$ cat src/rtl/seven_seg_scan_ctrl.sv
// rtl/seven_seg_scan_ctrl.sv - 4-digit 7-segment scan controller with sequential binary-to-BCD conversion
//
// Purpose: accepts a binary score through a load handshake, converts it to
// BCD with a double-dabble FSM, then time-multiplexes one shared segment
// decoder across four digits with leading-zero blanking and a blinking
// FEVER mode.
//
// Ports:
//   clk         system clock
//   rst_n       asynchronous active-low reset
//   load        latch value_in (accepted only while busy=0)
//   value_in    14-bit binary score, values above 9999 clamp to 9999
//   fever       level, selects the blinking "F" display
//   busy        conversion in progress
//   digit_value decoder value: 0-9 digit, 4'hA = "F", 4'hF = blank
//   digit_sel   one-hot digit enable, bit 0 = least-significant digit
module seven_seg_scan_ctrl #(
  parameter int SCAN_DIV     = 50000,
  parameter int BLINK_FRAMES = 64
) (
  input  logic        clk,
  input  logic        rst_n,
  input  logic        load,
  input  logic [13:0] value_in,
  input  logic        fever,
  output logic        busy,
  output logic [3:0]  digit_value,
  output logic [3:0]  digit_sel
);

  localparam int PW = $clog2(SCAN_DIV);
  localparam int FW = (BLINK_FRAMES > 1) ? $clog2(BLINK_FRAMES) : 1;

  typedef enum logic [1:0] {IDLE, CONVERT, COMMIT} state_t;

  state_t        state, state_nx;
  logic          busy_nx;
  logic [13:0]   bin_q, bin_nx;
  logic [15:0]   bcd_q, bcd_nx, adj;
  logic [15:0]   disp_q, disp_nx;
  logic [3:0]    iter_q, iter_nx;

  logic [PW-1:0] presc_q, presc_nx;
  logic [1:0]    idx_q, idx_nx;
  logic [FW-1:0] frame_q, frame_nx;
  logic          phase_q, phase_nx;
  logic          wrap, frame_end, blank;
  logic [3:0]    nib, value_nx, sel_nx;

  // Converter: iter_q counts completed iterations; reaching 14 means the
  // scratch holds the final BCD and the next edge hands over to COMMIT.
  always_comb begin
    state_nx = state;
    busy_nx  = busy;
    bin_nx   = bin_q;
    bcd_nx   = bcd_q;
    iter_nx  = iter_q;
    disp_nx  = disp_q;
    adj      = bcd_q;
    for (int i = 0; i < 4; i++) begin
      if (bcd_q[4*i +: 4] >= 4'd5) adj[4*i +: 4] = bcd_q[4*i +: 4] + 4'd3;
    end
    case (state)
      IDLE: begin
        if (load) begin
          bin_nx   = (value_in > 14'd9999) ? 14'd9999 : value_in;
          bcd_nx   = '0;
          iter_nx  = '0;
          busy_nx  = 1'b1;
          state_nx = CONVERT;
        end
      end
      CONVERT: begin
        if (iter_q == 4'd14) begin
          state_nx = COMMIT;
        end else begin
          // Top adjusted bit is always zero for inputs <= 9999.
          bcd_nx  = 16'({adj, bin_q[13]});
          bin_nx  = {bin_q[12:0], 1'b0};
          iter_nx = iter_q + 4'd1;
        end
      end
      COMMIT: begin
        disp_nx  = bcd_q;
        busy_nx  = 1'b0;
        state_nx = IDLE;
      end
      default: state_nx = IDLE;
    endcase
  end

  // Scan, blink phase and the next-cycle output values.
  always_comb begin
    wrap      = (presc_q == PW'(SCAN_DIV - 1));
    presc_nx  = wrap ? '0 : presc_q + 1'b1;
    idx_nx    = wrap ? idx_q + 2'd1 : idx_q;
    frame_end = wrap && (idx_q == 2'd3);
    frame_nx  = frame_q;
    phase_nx  = phase_q;
    if (!fever) begin
      // Leaving FEVER re-arms the blink so re-entry starts visible.
      frame_nx = '0;
      phase_nx = 1'b1;
    end else if (frame_end) begin
      if (frame_q == FW'(BLINK_FRAMES - 1)) begin
        frame_nx = '0;
        phase_nx = ~phase_q;
      end else begin
        frame_nx = frame_q + 1'b1;
      end
    end
    nib   = disp_q[3:0];
    blank = 1'b0;
    case (idx_nx)
      2'd0: begin nib = disp_q[3:0];   blank = 1'b0;                   end
      2'd1: begin nib = disp_q[7:4];   blank = (disp_q[15:4]  == '0);  end
      2'd2: begin nib = disp_q[11:8];  blank = (disp_q[15:8]  == '0);  end
      2'd3: begin nib = disp_q[15:12]; blank = (disp_q[15:12] == '0);  end
      default: begin nib = disp_q[3:0]; blank = 1'b0; end
    endcase
    if (fever)      value_nx = phase_nx ? 4'hA : 4'hF;
    else if (blank) value_nx = 4'hF;
    else            value_nx = nib;
    sel_nx = 4'b0001 << idx_nx;
  end

  always_ff @(posedge clk or negedge rst_n) begin
    if (!rst_n) begin
      state       <= IDLE;
      busy        <= 1'b0;
      bin_q       <= '0;
      bcd_q       <= '0;
      iter_q      <= '0;
      disp_q      <= '0;
      presc_q     <= '0;
      idx_q       <= '0;
      frame_q     <= '0;
      phase_q     <= 1'b1;
      digit_sel   <= 4'b0001;
      digit_value <= 4'h0;
    end else begin
      state       <= state_nx;
      busy        <= busy_nx;
      bin_q       <= bin_nx;
      bcd_q       <= bcd_nx;
      iter_q      <= iter_nx;
      disp_q      <= disp_nx;
      presc_q     <= presc_nx;
      idx_q       <= idx_nx;
      frame_q     <= frame_nx;
      phase_q     <= phase_nx;
      digit_sel   <= sel_nx;
      digit_value <= value_nx;
    end
  end

endmodule
$ cat config.mk
export PLATFORM = sky130hd
export DESIGN_NAME = seven_seg_scan_ctrl
export DESIGN_NICKNAME = d
export VERILOG_FILES = /design/src/rtl/seven_seg_scan_ctrl.sv
export SDC_FILE = /design/constraint.sdc
export NUM_CORES = 1
export LEC_CHECK = 0
export BUFFER_PORTS_ARGS = -buffer_cell sky130_fd_sc_hd__buf_2
export CAP_MARGIN = 40
export CORE_MARGIN = 2
export CORE_UTILIZATION = 44
export DETAILED_ROUTE_END_ITERATION = 8
export GPL_ROUTABILITY_DRIVEN = 0
export GPL_TIMING_DRIVEN = 0
export SLEW_MARGIN = 20
export SYNTH_ARGS = -nofsm -noshare
export SYNTH_HDL_FRONTEND = slang
export SYNTH_SLANG_ARGS = --single-unit
$ cat constraint.sdc
create_clock -name clk -period 6 [get_ports clk]
set_input_delay 1.5 -clock clk [delete_from_list [all_inputs] [get_ports clk]]
set_output_delay 1.5 -clock clk [all_outputs]
set_load 0.01 [all_outputs]
Yosys cells after proc, flatten, opt, wreduce, memory -nomap -nowiden
Cells that the tools add are included.
{"block": "totals", "reg_bits": 86, "out_inout_bits": 9}
{"block": "classes", "n_addsub": 8, "order_cmp": 5, "eq_ne": 13, "shift": 1, "n_mux": 32, "bitwise_logic": 1, "reduce_logical": 11}
{"operator": "16-bit two-way mux", "n": 3}
{"operator": "14-bit two-way mux", "n": 3}
{"operator": "16-bit one-hot mux with 2 select lines", "n": 1}
{"operator": "4-bit two-way mux", "n": 7}
{"operator": "14-bit one-hot mux with 2 select lines", "n": 1}
{"operator": "6-bit two-way mux", "n": 3}
{"operator": "16-bit by 1-bit adder with 16-bit output, second input constant", "n": 1}
{"operator": "16-bit == test, second input constant", "n": 1}
{"operator": "4-bit by 3-bit >= comparator with 1-bit output, second input constant", "n": 4}
{"operator": "4-bit one-hot mux with 4 select lines", "n": 1}
{"operator": "14-bit > comparator, second input constant", "n": 1}
{"operator": "4-bit by 2-bit adder with 4-bit output, second input constant", "n": 3}
{"operator": "12-bit logical NOT", "n": 1}
{"operator": "2-bit == test, second input constant", "n": 4}
{"operator": "8-bit logical NOT", "n": 1}
{"operator": "4-bit one-hot mux with 2 select lines", "n": 1}
{"operator": "6-bit by 1-bit adder with 6-bit output, second input constant", "n": 1}
{"operator": "6-bit == test, second input constant", "n": 1}
{"operator": "2-bit two-way mux", "n": 3}
{"operator": "3-bit two-way mux", "n": 2}
{"operator": "2-bit != test, second input constant", "n": 3}
{"operator": "4-bit by 1-bit adder with 4-bit output, second input constant", "n": 1}
{"operator": "2-bit by 1-bit == test with 1-bit output, second input constant", "n": 2}
{"operator": "4-bit == test, second input constant", "n": 1}
{"operator": "other kinds (15)", "n": 21}

Logic depth before layout (Yosys ltp)
Gate-level depths: netlist (run 1).
{"block": "depth", "word_depth": 6, "mapped_depth": 10}

Least setup slack after synthesis (run 1)
Ideal clock, no wire load.
{"block": "synth_path", "path_type": "input -> register", "startpoint": "input port load", "endpoint": "register bcd_q[12]", "arrival_ns": 2.581, "required_time_ns": 5.917, "path_slack_ns": 3.336, "path_stages": 5, "path_buffers": 0, "cell_sequence": "nor2b_1 > nor2b_1 > nor2_1 > or4_1 > o21ai_0"}
{"block": "synth_between", "elab_chain_len": 2}
{"element": "from (decl)", "line": "23", "text": "input logic load,"}
{"element": "2-bit != test (no source line)"}
{"element": "3-bit AND reduction (no source line)"}
{"element": "to (signal assigned)", "line": "145", "text": "bcd_q <= bcd_nx;"}
{"element": "to (decl)", "line": "39", "text": "logic [15:0] bcd_q, bcd_nx, adj;"}
No other way between the ends.
A chain may end at the register's enable or synchronous reset.

Final worst setup path (run 1)
{"block": "layout_path", "startpoint": "input port load", "endpoint": "register iter_q[0]"}
{"block": "layout_between", "elab_chain_len": 2}
{"element": "2-bit != test (no source line)"}
{"element": "3-bit AND reduction (no source line)"}
{"element": "to (signal assigned)", "line": "146", "text": "iter_q <= iter_nx;"}
{"element": "to (decl)", "line": "41", "text": "logic [3:0] iter_q, iter_nx;"}
No other way between the ends.

==> results of run 1 <==
==> sequential cells by signal, indices dropped and copies added, names as in the netlist <==
| register | flops |
|---|---|
| iter_q | 4 |
| digit_value | 4 |
| frame_q | 6 |
| busy | 1 |
| phase_q | 1 |
| bcd_q | 16 |
| bin_q | 14 |
| disp_q | 16 |
| digit_sel | 4 |
| state | 2 |
| presc_q | 16 |
| idx_q | 2 |
==> worst paths after layout <==
path                                             from                    end  slack (ns)  cells past startpoint
worst max-delay path                             load  iter_q[0]$_DFFE_PN0P_        3.28                      8
worst min-delay path             presc_q[0]$_DFF_PN0_   presc_q[0]$_DFF_PN0_        0.48                      1
worst max register to register  iter_q[0]$_DFFE_PN0P_   bin_q[8]$_DFFE_PN0P_        3.59                     10
worst min register to register   presc_q[0]$_DFF_PN0_   presc_q[0]$_DFF_PN0_        0.48                      1
max in group asynchronous                       rst_n  bcd_q[10]$_DFFE_PN0P_        4.31                      2
min in group asynchronous                       rst_n   presc_q[8]$_DFF_PN0_        1.07                      1
==> cell type report <==
cell class	count	area share
Sequential cell	86	0.445
Multi-Input combinational cell	313	0.422
Tap cell	133	0.0343
Timing Repair Buffer	27	0.0330
Clock buffer	12	0.0299
Buffer	20	0.0183
Inverter	17	0.0132
Clock inverter	4	0.00465
==> per-stage QoR <==
stage / power (W) / std cells / hold WS (ns) / instance area (sq um)
final: 0.00189 / 612 / 0.482 / 4850
after global routing: 0.00206 / 612 / 0.505 / 4850
after CTS: 0.00191 / 612 / 0.490 / 4850
after detailed placement: 0.00154 / 596 / 0.469 / 4680
after global placement: 0.00151 / 595 / 0.464 / 4650
after floorplan: 0.00135 / 436 / 0.448 / 4350
==> worst max-delay path, stage by stage <==
cell	delay [ns]
buf_2	0.08
nor2b_1	0.19
nor2b_1	0.36
nor2_1	0.13
clkbuf_1	0.25
buf_2	0.27
nand2_1	0.10
o21ai_0	0.08
==> power by group through the flow <==
stage / combinational (W) / clock [W] / sequential, W
floorplan: 0.000507 / 0 / 0.000840
global placement: 0.000644 / 0 / 0.000869
detailed placement: 0.000665 / 0 / 0.000876
CTS: 0.000669 / 0.000376 / 0.000864
global route: 0.000770 / 0.000400 / 0.000887
finish: 0.000662 / 0.000364 / 0.000863
==> layer usage <==
metal | wire [um] | vias to the layer above | GRT usage
met1 | 4340 | 1600 | 0.236
met4 | 102 | 0 | 0.0648
met3 | 254 | 7 | 0.0336
met2 | 4160 | 47 | 0.305
li1 | - | 1649 | -
met5 | 0 | - | 0
==> cell families after synthesis <==
family / Yosys count / share of synthesized area
AOI/OAI and AO/OA: 94 / 0.137
xor gates and xnor gates: 25 / 0.0503
adders and majority gates: 13 / 0.0374
buffers and inverters: 37 / 0.0351
DFF: 86 / 0.495
muxes: 20 / 0.0500
and+or+nand+nor: 161 / 0.195
==> synthesized netlist by cell type, drive strengths merged, types with 11 or more instances <==
cell type and instances:
a21oi 17, clkbuf 11, dfrtp 84, ha 13
inv 16, mux2 14, nand2 39, nand3 25
nor2 36, o21ai 29, o31ai 14, xnor2 13
xor2 12
==> flow_summary.json, run 1 <==
{
  "status": "finished clean",
  "max_freq_mhz": 367,
  "drt-initial-drc-count": 88,
  "cts_setup_buffers": 0,
  "clock_power_share": 0.193,
  "yosys.area.top_type": "dfrtp_1",
  "grt_overflow_total": 0,
  "drive_gt1_frac": 0.148,
  "num_vias": 3303,
  "syn2layout_area_growth_pct": 11.4,
  "die_w_um": 103,
  "pin_count": 27,
  "period_minus_slack_ns": 2.72,
  "maxSlewViolCount": 0,
  "combinationalPowerShare": 0.350,
  "core_region_area_sq_um": 9680,
  "setup-violations-final": 0,
  "clk_latency_ns": 0.35,
  "seqPwrFrac": 0.457,
  "dieHeight_um": 103,
  "viasPerCell": 5.40,
  "final_core_util": 0.501,
  "syn_avg_cell_area_sq_um": 9.98,
  "grt_pass1_wl_um": 15200,
  "synth_edf_count": 0,
  "worst_slack_ns": 3.28,
  "cts_tree": "done",
  "path_clk_slew_ns": 0.08,
  "antenna_found_initial": 0,
  "worst_slew_pin_slew_ns": 0.647,
  "yosysWarnings": 0,
  "seq_area_sq_um": 2150,
  "arrival_ns": 2.95,
  "final_cell_mix": "dfrtp_1, nand2_1, nor2_1",
  "endpoint_kind": "register",
  "dp_hpwl_um": 6310,
  "num_antenna_cells": 0,
  "ys_seq_area_frac": 0.495,
  "ys.flop_type": "dfrtp_1",
  "tns_ns": 0,
  "row_count": 36,
  "startpoint_type": "input port",
  "drv_cap": 0,
  "synth_area_leaders": "dfrtp_1, ha_1, mux2_2, nand2_1, o21ai_0",
  "grt_pass1_vias": 3250,
  "routed_wl_um": 8860,
  "max_slew_margin": 0.565,
  "synth_area_sq_um": 4350,
  "cts_root_buffer": "clkbuf_8",
  "hold_buffers": 0,
  "crit_type": "in2reg",
  "synth_cell_types": 47,
  "path_max_fanout": 10,
  "ir_drop_uv": 250,
  "portBuffers": 26,
  "h-tree-depth": 3,
  "place_ws_ns": 2.91,
  "first_pass_iters": 4,
  "power_leakage_nw": 2.15,
  "multi_input_area_sq_um": 2050,
  "drc": 0,
  "finClkSkew_ns": 0.0110,
  "synth_top_area_frac": 0.483,
  "final.period_utilization": 0.454,
  "clockBufferDepth": 2,
  "nets": 505,
  "initial_core_util": 0.449,
  "cp.required_ns": 6.23,
  "grt_setup_unrepaired": "false",
  "die_area_sq_um": 10700,
  "numCtsBuffers": 9,
  "p_switching_w": 0.000709,
  "ctsResizeCount": 0,
  "mostFrequentLayoutCell": "dfrtp_1",
  "fillerInstances": 939,
  "drtAntennaViolNets": 0,
  "powerDensity_nw_per_um2": 390,
  "intPower_w": 0.00118,
  "synthesis.nets": 467,
  "ys_ff_latch": 86,
  "hold_violations": 0,
  "wire_per_inst_um": 14.5,
  "async_reset_ff_frac": 1.00,
  "worstHoldPathType": "reg2reg",
  "gr-usage-all-layers": 0.182,
  "cts.sinks": 86,
  "swShare": 0.375,
  "syn_inst": 436,
  "grt_max_degree": 57
}
Note: power is estimated with default switching activity, not from simulation.
==> run 2, diff against run 1 <==
- clock period: 6 -> 2.3 ns (I/O delays scaled with it)
==> run 2 against run 1 <==
  * Global-route usage did not move
  * Wire length increased by 1.4%
  * Non-clock buffer count increased by 2
  * First-iteration DRC count grew 25%
  * Critical path type is now reg2reg
  * Largest power group unchanged
==> flow_summary.json, run 2 (synthesis results as in run 1) <==
{
  "fillerInstances": 931,
  "cp.required_ns": 2.53,
  "max_freq_mhz": 453,
  "grt_pass1_vias": 3250,
  "dp_hpwl_um": 6310,
  "status": "finished clean",
  "syn2layout_area_growth_pct": 13.4,
  "worstHoldPathType": "in2async",
  "antenna_found_initial": 0,
  "power_leakage_nw": 2.17,
  "mostFrequentLayoutCell": "dfrtp_1",
  "worstSetupStartpoint": "presc_q[0]$_DFF_PN0_",
  "h-tree-depth": 3,
  "die_area_sq_um": 10700,
  "combinationalPowerShare": 0.356,
  "drc": 0,
  "clockBufferDepth": 2,
  "top_layer": "met4",
  "swShare": 0.374,
  "p_switching_w": 0.00186,
  "hold_buffers": 0,
  "cts_root_buffer": "clkbuf_8",
  "crit_cells": 8,
  "wl_met2_um": 4280,
  "reg2reg_depth": 8,
  "num_vias": 3312,
  "drive_gt1_frac": 0.181,
  "wl_met3_um": 224,
  "wl_met1_um": 4400,
  "startpoint_type": "register",
  "maxSlewViolCount": 0,
  "worst_slack_ns": 0.0921,
  "crit_chain": "ha_2 -> and3_1 -> clkbuf_4 -> nand4_4 -> or4_1 -> buf_2 -> a311oi_2 -> a211oi_1",
  "pin_count": 27,
  "worst_path_max_delay_cell": "or4_1",
  "path_clk_slew_ns": 0.08,
  "ir_drop_uv": 660,
  "crit_family": "simple AND/OR/NAND/NOR gates",
  "path_max_fanout": 6,
  "grt_pass1_wl_um": 15200,
  "reg_top3": "bcd_q: 16 flops, disp_q: 16 flops, presc_q: 16 flops",
  "clk_latency_ns": 0.35,
  "routed_wl_um": 8980,
  "num_antenna_cells": 0,
  "place_ws_ns": -0.110,
  "powerDensity_nw_per_um2": 1010,
  "finClkSkew_ns": 0.0145,
  "seqPwrFrac": 0.453,
  "period_minus_slack_ns": 2.21,
  "arrival_ns": 2.43,
  "portBuffers": 26,
  "grt_max_degree": 57,
  "clock_power_share": 0.191,
  "slowest_delay_ns": 0.50,
  "endpoint_kind": "register",
  "crit_type": "reg2reg",
  "intPower_w": 0.00312,
  "viasPerCell": 5.39,
  "core_region_area_sq_um": 9680,
  "drtAntennaViolNets": 0,
  "reg2reg_slack_ns": 0.09,
  "first_pass_iters": 4,
  "endpoint": "digit_value[0]$_DFF_PN0_",
  "path_buf_inv": 2,
  "final_cell_mix": "dfrtp_1, nand2_1, nor2_1",
  "final_area_sq_um": 4940,
  "numCtsBuffers": 9,
  "setup-violations-final": 0,
  "initial_core_util": 0.449,
  "final.period_utilization": 0.960,
  "wire_per_inst_um": 14.6,
  "cts_tree": "done",
  "r2r_end": "digit_value[0]$_DFF_PN0_",
  "gr-usage-all-layers": 0.182,
  "drv_cap": 0,
  "row_count": 36,
  "drt-initial-drc-count": 110,
  "cts.sinks": 86,
  "hold_violations": 0,
  "worst_slew_pin_slew_ns": 0.605,
  "dieHeight_um": 103,
  "die_w_um": 103,
  "r2r_start": "presc_q[0]$_DFF_PN0_",
  "max_slew_margin": 0.593,
  "grt_overflow_total": 0,
  "place_area_sq_um": 4680,
  "nets": 507
}
## run 2: how the worst min path moves through the flow
| stage | cells after the start | to | start | slack, ns |
|---|---|---|---|---|
| finish | 1 | presc_q[8]$_DFF_PN0_ | rst_n | 0.15 |
| global route | 1 | presc_q[8]$_DFF_PN0_ | rst_n | 0.17 |
| CTS | 1 | presc_q[8]$_DFF_PN0_ | rst_n | 0.15 |
| detailed placement | 2 | bin_q[2]$_DFFE_PN0P_ | bin_q[2]$_DFFE_PN0P_ | 0.47 |
| global placement | 2 | bin_q[12]$_DFFE_PN0P_ | bin_q[12]$_DFFE_PN0P_ | 0.46 |
| floorplan | 0 | bcd_q[0]$_DFFE_PN0P_ | rst_n | 0.28 |
## run 2: stage by stage
| stage | std cells | util | TNS (ns) | power [W] | hold slack, ns |
|---|---|---|---|---|---|
| floorplan | 436 | - | 0 | 0.00351 | 0.279 |
| global placement | 595 | 0.480 | -9.66 | 0.00395 | 0.464 |
| detailed placement | 596 | 0.483 | -0.912 | 0.00402 | 0.469 |
| CTS | 612 | 0.501 | 0 | 0.00498 | 0.150 |
| global route | 614 | 0.510 | -0.0270 | 0.00543 | 0.168 |
| finish | 614 | 0.510 | 0 | 0.00498 | 0.149 |
## run 2: worst reg2reg max path, stage by stage, from the launching register on
cell,delay [ns]
dfrtp_1,0.40
ha_2,0.20
and3_1,0.16
clkbuf_4,0.17
nand4_4,0.12
or4_1,0.50
buf_2,0.18
a311oi_2,0.25
a211oi_1,0.10
## run 2: repair_timing
item,CTS,global route
gates resized for setup,1,20
setup endpoints to repair,10,16
setup buffers,0,2
pin swaps,0,0
## run 2: final cells by class
class / instances / area, sq um / share of cell area
flip-flops and latches: 86 / 2150 / 0.437
multi-input cells: 313 / 2110 / 0.427
repair buffers: 29 / 175 / 0.0355
well taps: 133 / 166 / 0.0337
clock buffers: 12 / 145 / 0.0294
plain buffers: 20 / 101 / 0.0205
inverters: 17 / 63.8 / 0.0129
clock inverters: 4 / 22.5 / 0.00456
## run 2: layer usage
layer	track usage	vias to the layer above
met1	0.236	1619
met2	0.305	38
li1	-	1650
met3	0.0336	5
met4	0.0648	0
met5	0	-
## run 2: power by group through the flow
stage	clock [W]	sequential, W	combinational [W]
global route	0.00104	0.00232	0.00207
detailed placement	0	0.00228	0.00174
global placement	0	0.00227	0.00168
floorplan	0	0.00219	0.00132
finish	0.000951	0.00226	0.00177
CTS	0.000980	0.00225	0.00175
